--- src/rtl/line_buffer_scheduler.sv ---
// Ping-pong line-buffer scheduler: steers decoded camera lines into two RAM banks and
// streams full banks out with SOF/EOL. Macro LINE_SCHED_PATTERN_EN swaps stream data for a pattern.
module line_buffer_scheduler #(
  parameter int LINE_WORDS = 960,
  parameter int ADDR_WIDTH = 10,
  parameter int DATA_WIDTH = 16
) (
  input  logic                  CAM_CLK,
  input  logic                  RESET,
  input  logic                  VSYNC_IN,
  input  logic                  HSYNC_IN,
  input  logic                  LINE_END_IN,
  input  logic                  WR_STB,
  input  logic [ADDR_WIDTH-1:0] WR_ADDR,
  input  logic [DATA_WIDTH-1:0] WR_DATA,
  output logic [1:0]            BANK_WE,
  output logic [ADDR_WIDTH-1:0] BANK_WADDR,
  output logic [DATA_WIDTH-1:0] BANK_WDATA,
  output logic                  BANK_RSEL,
  output logic [ADDR_WIDTH-1:0] BANK_RADDR,
  input  logic [DATA_WIDTH-1:0] BANK_RDATA,
  output logic [DATA_WIDTH-1:0] M_DATA,
  output logic                  M_VALID,
  input  logic                  M_READY,
  output logic                  M_SOF,
  output logic                  M_EOL,
  output logic [10:0]           LINE_CNT,
  output logic [7:0]            DROP_CNT
);

  localparam logic [ADDR_WIDTH-1:0] LAST_IDX = ADDR_WIDTH'(LINE_WORDS - 1);

  typedef enum logic [1:0] {W_IDLE, W_ARM, W_FILL, W_DROP} wstate_t;
  typedef enum logic [1:0] {R_IDLE, R_FETCH, R_STREAM} rstate_t;

  wstate_t                 wstate_q, wstate_d;
  rstate_t                 rstate_q, rstate_d;
  logic                    vsync_q, line_end_q;
  logic                    vsync_rise, line_end_rise;
  logic                    wbank_q, wbank_d;
  logic                    rbank_q, rbank_d;
  logic [1:0]              full_q, full_d;
  logic [10:0]             line_cnt_q, line_cnt_d;
  logic [7:0]              drop_cnt_q, drop_cnt_d;
  logic                    pending_sof_q, pending_sof_d;
  logic                    line_sof_q, line_sof_d;
  logic [1:0]              we_q;
  logic [ADDR_WIDTH-1:0]   waddr_q, ridx_q, ridx_d;
  logic [DATA_WIDTH-1:0]   wdata_q;
  logic                    commit, drop, start, clear, xfer, wr_ok;

  assign vsync_rise    = VSYNC_IN & ~vsync_q;
  assign line_end_rise = LINE_END_IN & ~line_end_q;
  assign wr_ok         = (wstate_q == W_FILL) && WR_STB && (WR_ADDR <= LAST_IDX);

  // NOTE: every signal written here gets a default first so no path can infer a latch.
  always_comb begin
    wstate_d = wstate_q;
    commit   = 1'b0;
    drop     = 1'b0;
    if (vsync_rise) begin
      wstate_d = W_ARM;
    end else begin
      unique case (wstate_q)
        W_IDLE: wstate_d = W_IDLE;
        W_ARM:  if (HSYNC_IN) wstate_d = full_q[wbank_q] ? W_DROP : W_FILL;
        W_FILL: if (line_end_rise) begin
                  commit   = 1'b1;
                  wstate_d = W_ARM;
                end
        W_DROP: if (line_end_rise) begin
                  drop     = 1'b1;
                  wstate_d = W_ARM;
                end
      endcase
    end
  end

  assign M_VALID = (rstate_q == R_STREAM);
  assign xfer    = M_VALID & M_READY;

  // The read address runs one word ahead only on a transfer, so a stalled RAM keeps
  // re-reading the presented word and its output stays stable without a skid buffer.
  always_comb begin
    rstate_d = rstate_q;
    ridx_d   = ridx_q;
    start    = 1'b0;
    clear    = 1'b0;
    case (rstate_q)
      R_IDLE:   if (full_q[rbank_q]) begin
                  rstate_d = R_FETCH;
                  ridx_d   = '0;
                  start    = 1'b1;
                end
      R_FETCH:  rstate_d = R_STREAM;
      R_STREAM: if (xfer) begin
                  if (ridx_q == LAST_IDX) begin
                    clear    = 1'b1;
                    ridx_d   = '0;
                    rstate_d = R_IDLE;
                  end else begin
                    ridx_d = ridx_q + 1'b1;
                  end
                end
      default:  rstate_d = R_IDLE;
    endcase
  end

  always_comb begin
    wbank_d    = commit ? ~wbank_q : wbank_q;
    rbank_d    = clear  ? ~rbank_q : rbank_q;
    full_d     = full_q;
    if (commit) full_d[wbank_q] = 1'b1;
    if (clear)  full_d[rbank_q] = 1'b0;
    line_cnt_d = line_cnt_q;
    if (vsync_rise)  line_cnt_d = '0;
    else if (commit) line_cnt_d = line_cnt_q + 11'd1;
    drop_cnt_d = (drop && drop_cnt_q != 8'hFF) ? drop_cnt_q + 8'd1 : drop_cnt_q;
    // A frame sync landing on the same cycle as a read start re-arms SOF for the next line.
    pending_sof_d = vsync_rise | (pending_sof_q & ~start);
    line_sof_d    = start ? pending_sof_q : line_sof_q;
  end

  // NOTE: sequential state uses non-blocking assignments so every register samples pre-edge values.
  always_ff @(posedge CAM_CLK or posedge RESET) begin
    if (RESET) begin
      wstate_q      <= W_IDLE;
      rstate_q      <= R_IDLE;
      vsync_q       <= 1'b0;
      line_end_q    <= 1'b0;
      wbank_q       <= 1'b0;
      rbank_q       <= 1'b0;
      full_q        <= '0;
      line_cnt_q    <= '0;
      drop_cnt_q    <= '0;
      pending_sof_q <= 1'b0;
      line_sof_q    <= 1'b0;
      we_q          <= '0;
      waddr_q       <= '0;
      wdata_q       <= '0;
      ridx_q        <= '0;
    end else begin
      wstate_q      <= wstate_d;
      rstate_q      <= rstate_d;
      vsync_q       <= VSYNC_IN;
      line_end_q    <= LINE_END_IN;
      wbank_q       <= wbank_d;
      rbank_q       <= rbank_d;
      full_q        <= full_d;
      line_cnt_q    <= line_cnt_d;
      drop_cnt_q    <= drop_cnt_d;
      pending_sof_q <= pending_sof_d;
      line_sof_q    <= line_sof_d;
      we_q          <= wr_ok ? (wbank_q ? 2'b10 : 2'b01) : 2'b00;
      ridx_q        <= ridx_d;
      if (wr_ok) begin
        waddr_q <= WR_ADDR;
        wdata_q <= WR_DATA;
      end
    end
  end

  assign BANK_WE    = we_q;
  assign BANK_WADDR = waddr_q;
  assign BANK_WDATA = wdata_q;
  assign BANK_RSEL  = rbank_q;
  assign BANK_RADDR = ridx_d;
  assign M_SOF      = M_VALID && (ridx_q == '0) && line_sof_q;
  assign M_EOL      = M_VALID && (ridx_q == LAST_IDX);
  assign LINE_CNT   = line_cnt_q;
  assign DROP_CNT   = drop_cnt_q;

`ifdef LINE_SCHED_PATTERN_EN
  logic [5:0] tag_q [2];

  always_ff @(posedge CAM_CLK or posedge RESET) begin
    if (RESET) begin
      tag_q[0] <= '0;
      tag_q[1] <= '0;
    end else if (commit) begin
      tag_q[wbank_q] <= line_cnt_d[5:0];
    end
  end

  assign M_DATA = M_VALID ? DATA_WIDTH'({tag_q[rbank_q], ridx_q}) : '0;
`else
  assign M_DATA = M_VALID ? BANK_RDATA : '0;
`endif

endmodule

--- config.mk ---
export PLATFORM = sky130hd
export DESIGN_NAME = line_buffer_scheduler
export DESIGN_NICKNAME = d
export VERILOG_FILES = /design/src/rtl/line_buffer_scheduler.sv
export SDC_FILE = /design/constraint.sdc
export NUM_CORES = 1
export LEC_CHECK = 0
export ABC_AREA = 1
export ABC_CLOCK_PERIOD_IN_PS = 5800
export CAP_MARGIN = 20
export CORE_MARGIN = 2
export CORE_UTILIZATION = 65
export CTS_CLUSTER_SIZE = 25
export DETAILED_ROUTE_END_ITERATION = 12
export DONT_BUFFER_PORTS = 1
export PLACE_DENSITY = 0.79
export RECOVER_POWER = 50
export REMOVE_ABC_BUFFERS = 1
export SYNTH_ARGS = -nofsm -noshare
export SYNTH_HDL_FRONTEND = slang
export SYNTH_SLANG_ARGS = --single-unit
--- constraint.sdc ---
create_clock -name CAM_CLK -period 5.8 [get_ports CAM_CLK]
set_input_delay 1.16 -clock CAM_CLK [delete_from_list [all_inputs] [get_ports CAM_CLK]]
set_output_delay 1.16 -clock CAM_CLK [all_outputs]
set_load 0.1 [all_outputs]
==> impl_metrics.tcl <==
set metrics [dict create \
    synth-edff-count 0 \
    synth.yosys.seq_area_share 0.4991 \
    cts_tree "yes" \
    crit_slowest_cell "o21ai_2" \
    finalHoldViolCount 0 \
    rr_worst_depth 5 \
    cts_buffers 9 \
    synthDistinctLibCells 31 \
    fin_area_sq_um 3846 \
    slowest_delay_ps 960 \
    stdcell_count 525 \
    status "complete, but fails checks" \
    final_cell_mix "nand2_1, inv_1, dfrtp_1" \
    place_inst 507 \
    io_buffers 0 \
    cp_max_fo 19 \
    cp_cell_sequence "inv_1 -> nand2_2 -> inv_2 -> nand2_2 -> o21ai_2" \
    clock_skew_ps 4.160 \
    synthFlopType "dfrtp_1" \
    hold-path-cell-count 2 \
    required_ps 4640 \
    critical_path_arrival_ps 3040 \
    drive_gt1_frac 0.1231 \
    fmax_ghz 0.2380 \
    initial_utilization 0.6774 \
    cts_hold_buffers 0 \
    mostFrequentLayoutCell "nand2_1" \
    worst_path_most_repeated_cell "nand2_2" \
    die_h_microns 76.96 \
    place_congestion 0.9134 \
    cts_setup_buffers 0 \
    path_clk_slew_ps 70 \
    grt.total_usage 0.2604 \
    cts_buffer_depth 2 \
    slew_headroom -1.002 \
    place_area_sq_um 3649 \
    rsz0062_at_grt "false" \
    syn_area_sq_um 3460 \
    drtIter0Drc 154 \
    fp.coreArea_sq_um 5107 \
    postRouteAntennaNets 0 \
    gr-total-overflow 0 \
    min_from "line_sof_q$_DFFE_PP0P_" \
    r2r-end "ridx_q[7]$_DFF_PP0_" \
    synthToLayoutAreaGrowth_pct 11.18 \
    cap_violations 2 \
    die_area_sq_um 5922 \
    synth_cells 443 \
    end_kind "primary output" \
    wl_microns 7285 \
    firstDrtPassIters 5 \
    async_flop_share 1.000 \
    nNetsFinal 504 \
    period_minus_slack_ps 4201 \
    ys_warn_count 0 \
    drcViolationCount 0 \
    grt_pass1_wl_microns 12190 \
    vias_per_cell 5.320 \
    rows 26 \
    fin_hold_ws_ps 513.2 \
    antenna_found_initial 0 \
    num_vias 2793 \
    cts_resized 0 \
    drv_slew 111 \
    synth_area_per_cell_sq_um 7.809 \
    start_kind "flop" \
    setup_viol 0 \
    grt_max_degree 60 \
    min_to "line_sof_q$_DFFE_PP0P_" \
    regToRegSetupSlack_ps 2880 \
    grt_pass1_vias 2572 \
    wl_per_cell_microns 13.88 \
    antenna_cells 0 \
    ys_ff_latch 69 \
    worstMarginPinSlew_ps 3003 \
    clock_sinks 69 \
    worst_skew_pair.late_latency_ps 330 \
    cts-root-buf "clkbuf_8" \
    h-tree-depth 3 \
    fin_tns_setup_ps 0 \
    path_class "flop to primary output" \
    failed_checks "max-capacitance violations, max-slew violations" \
    rr_startpoint "rstate_q[0]$_DFFE_PP0P_" \
    hpwlAfterDp_microns 5378 \
    hold_path.class "flop to flop" \
    fp.dieW_microns 76.96 \
    min_period_over_period 0.7243 \
    io_pins 126 \
]
synthesized netlist by cell type, types with 3 or more instances:
| cell type | number | area (sq um) |
|---|---|---|
| o21ai_1 | 9 | 45.04 |
| inv_1 | 79 | 296.5 |
| clkbuf_1 | 6 | 22.52 |
| nor2_4 | 3 | 33.78 |
| nand2_1 | 116 | 435.4 |
| dfrtp_1 | 69 | 1727 |
| nand3_1 | 18 | 90.09 |
| xnor2_1 | 8 | 70.07 |
| nand4_1 | 13 | 81.33 |
| a21oi_1 | 8 | 40.04 |
| o21ai_0 | 39 | 195.2 |
| nand2_2 | 4 | 25.02 |
| nor2_1 | 45 | 168.9 |
| ha_1 | 4 | 50.05 |
| nor3_1 | 3 | 15.01 |
worst max path at each step:
stage                            start                  endpoint  depth (start not counted)
2_1_floorplan  rstate_q[0]$_DFFE_PP0P_                     M_EOL                          3
3_3_place_gp   rstate_q[0]$_DFFE_PP0P_             BANK_RADDR[6]                          5
3_5_place_dp   rstate_q[0]$_DFFE_PP0P_             BANK_RADDR[7]                          5
4_1_cts        rstate_q[0]$_DFFE_PP0P_             BANK_RADDR[7]                          5
5_1_grt                          RESET  LINE_CNT[10]$_DFFE_PP0P_                          2
6_report       rstate_q[0]$_DFFE_PP0P_             BANK_RADDR[7]                          5
area by class of cell:
class	instances	area (sq um)
inverter	82	307.8
clock inverter	5	52.55
multi-input combinational	283	1453
fill	384	1261
sequential	69	1727
clock buffer	10	127.6
timing repair buffer	6	91.34
tap	70	87.58
stage by stage:
step | worst slack, ps | util
after CTS | 1572 | 0.7496
after detailed placement | 1952 | 0.7144
final | 1599 | 0.7531
after floorplan | 923.7 | -
after global placement | 2022 | 0.7144
after global routing | 1172 | 0.7531
worst max-delay path: cells and delay by family, from the launching register on:
family,cells,cell delay (ps)
compound gates,1,960
buf+inv,2,720
simple gates,2,620
flops,1,400
state kept, by name, indices dropped and copies added (netlist names), 8 cells and up:
register and count:
DROP_CNT 8, BANK_WDATA 16, ridx_q 10, BANK_WADDR 10, LINE_CNT 11
cells by family (layout without fill, tap and decap cells):
family / Yosys count / in the layout / synth area share
flops: 69 / 69 / 0.4991
fa+ha+maj: 4 / 4 / 0.01447
simple gates: 207 / 207 / 0.2608
compound gates: 61 / 61 / 0.09440
xor+xnor: 11 / 11 / 0.03002
buf+inv: 91 / 103 / 0.1013
per-layer routing:
metal  part of all wire  vias up  wire length (microns)  GRT usage
met5                  0        -                      0          0
met4             0.0082        0                     60    0.09455
li1                   -     1393                      -          -
met3              0.084        6                    611    0.08588
met2               0.51      103                   3694     0.4184
met1               0.40     1291                   2919     0.3304
Power is left out: the tool's default activity adds up to more than one toggle a clock period on the data nets, which glitch-free logic cannot reach.
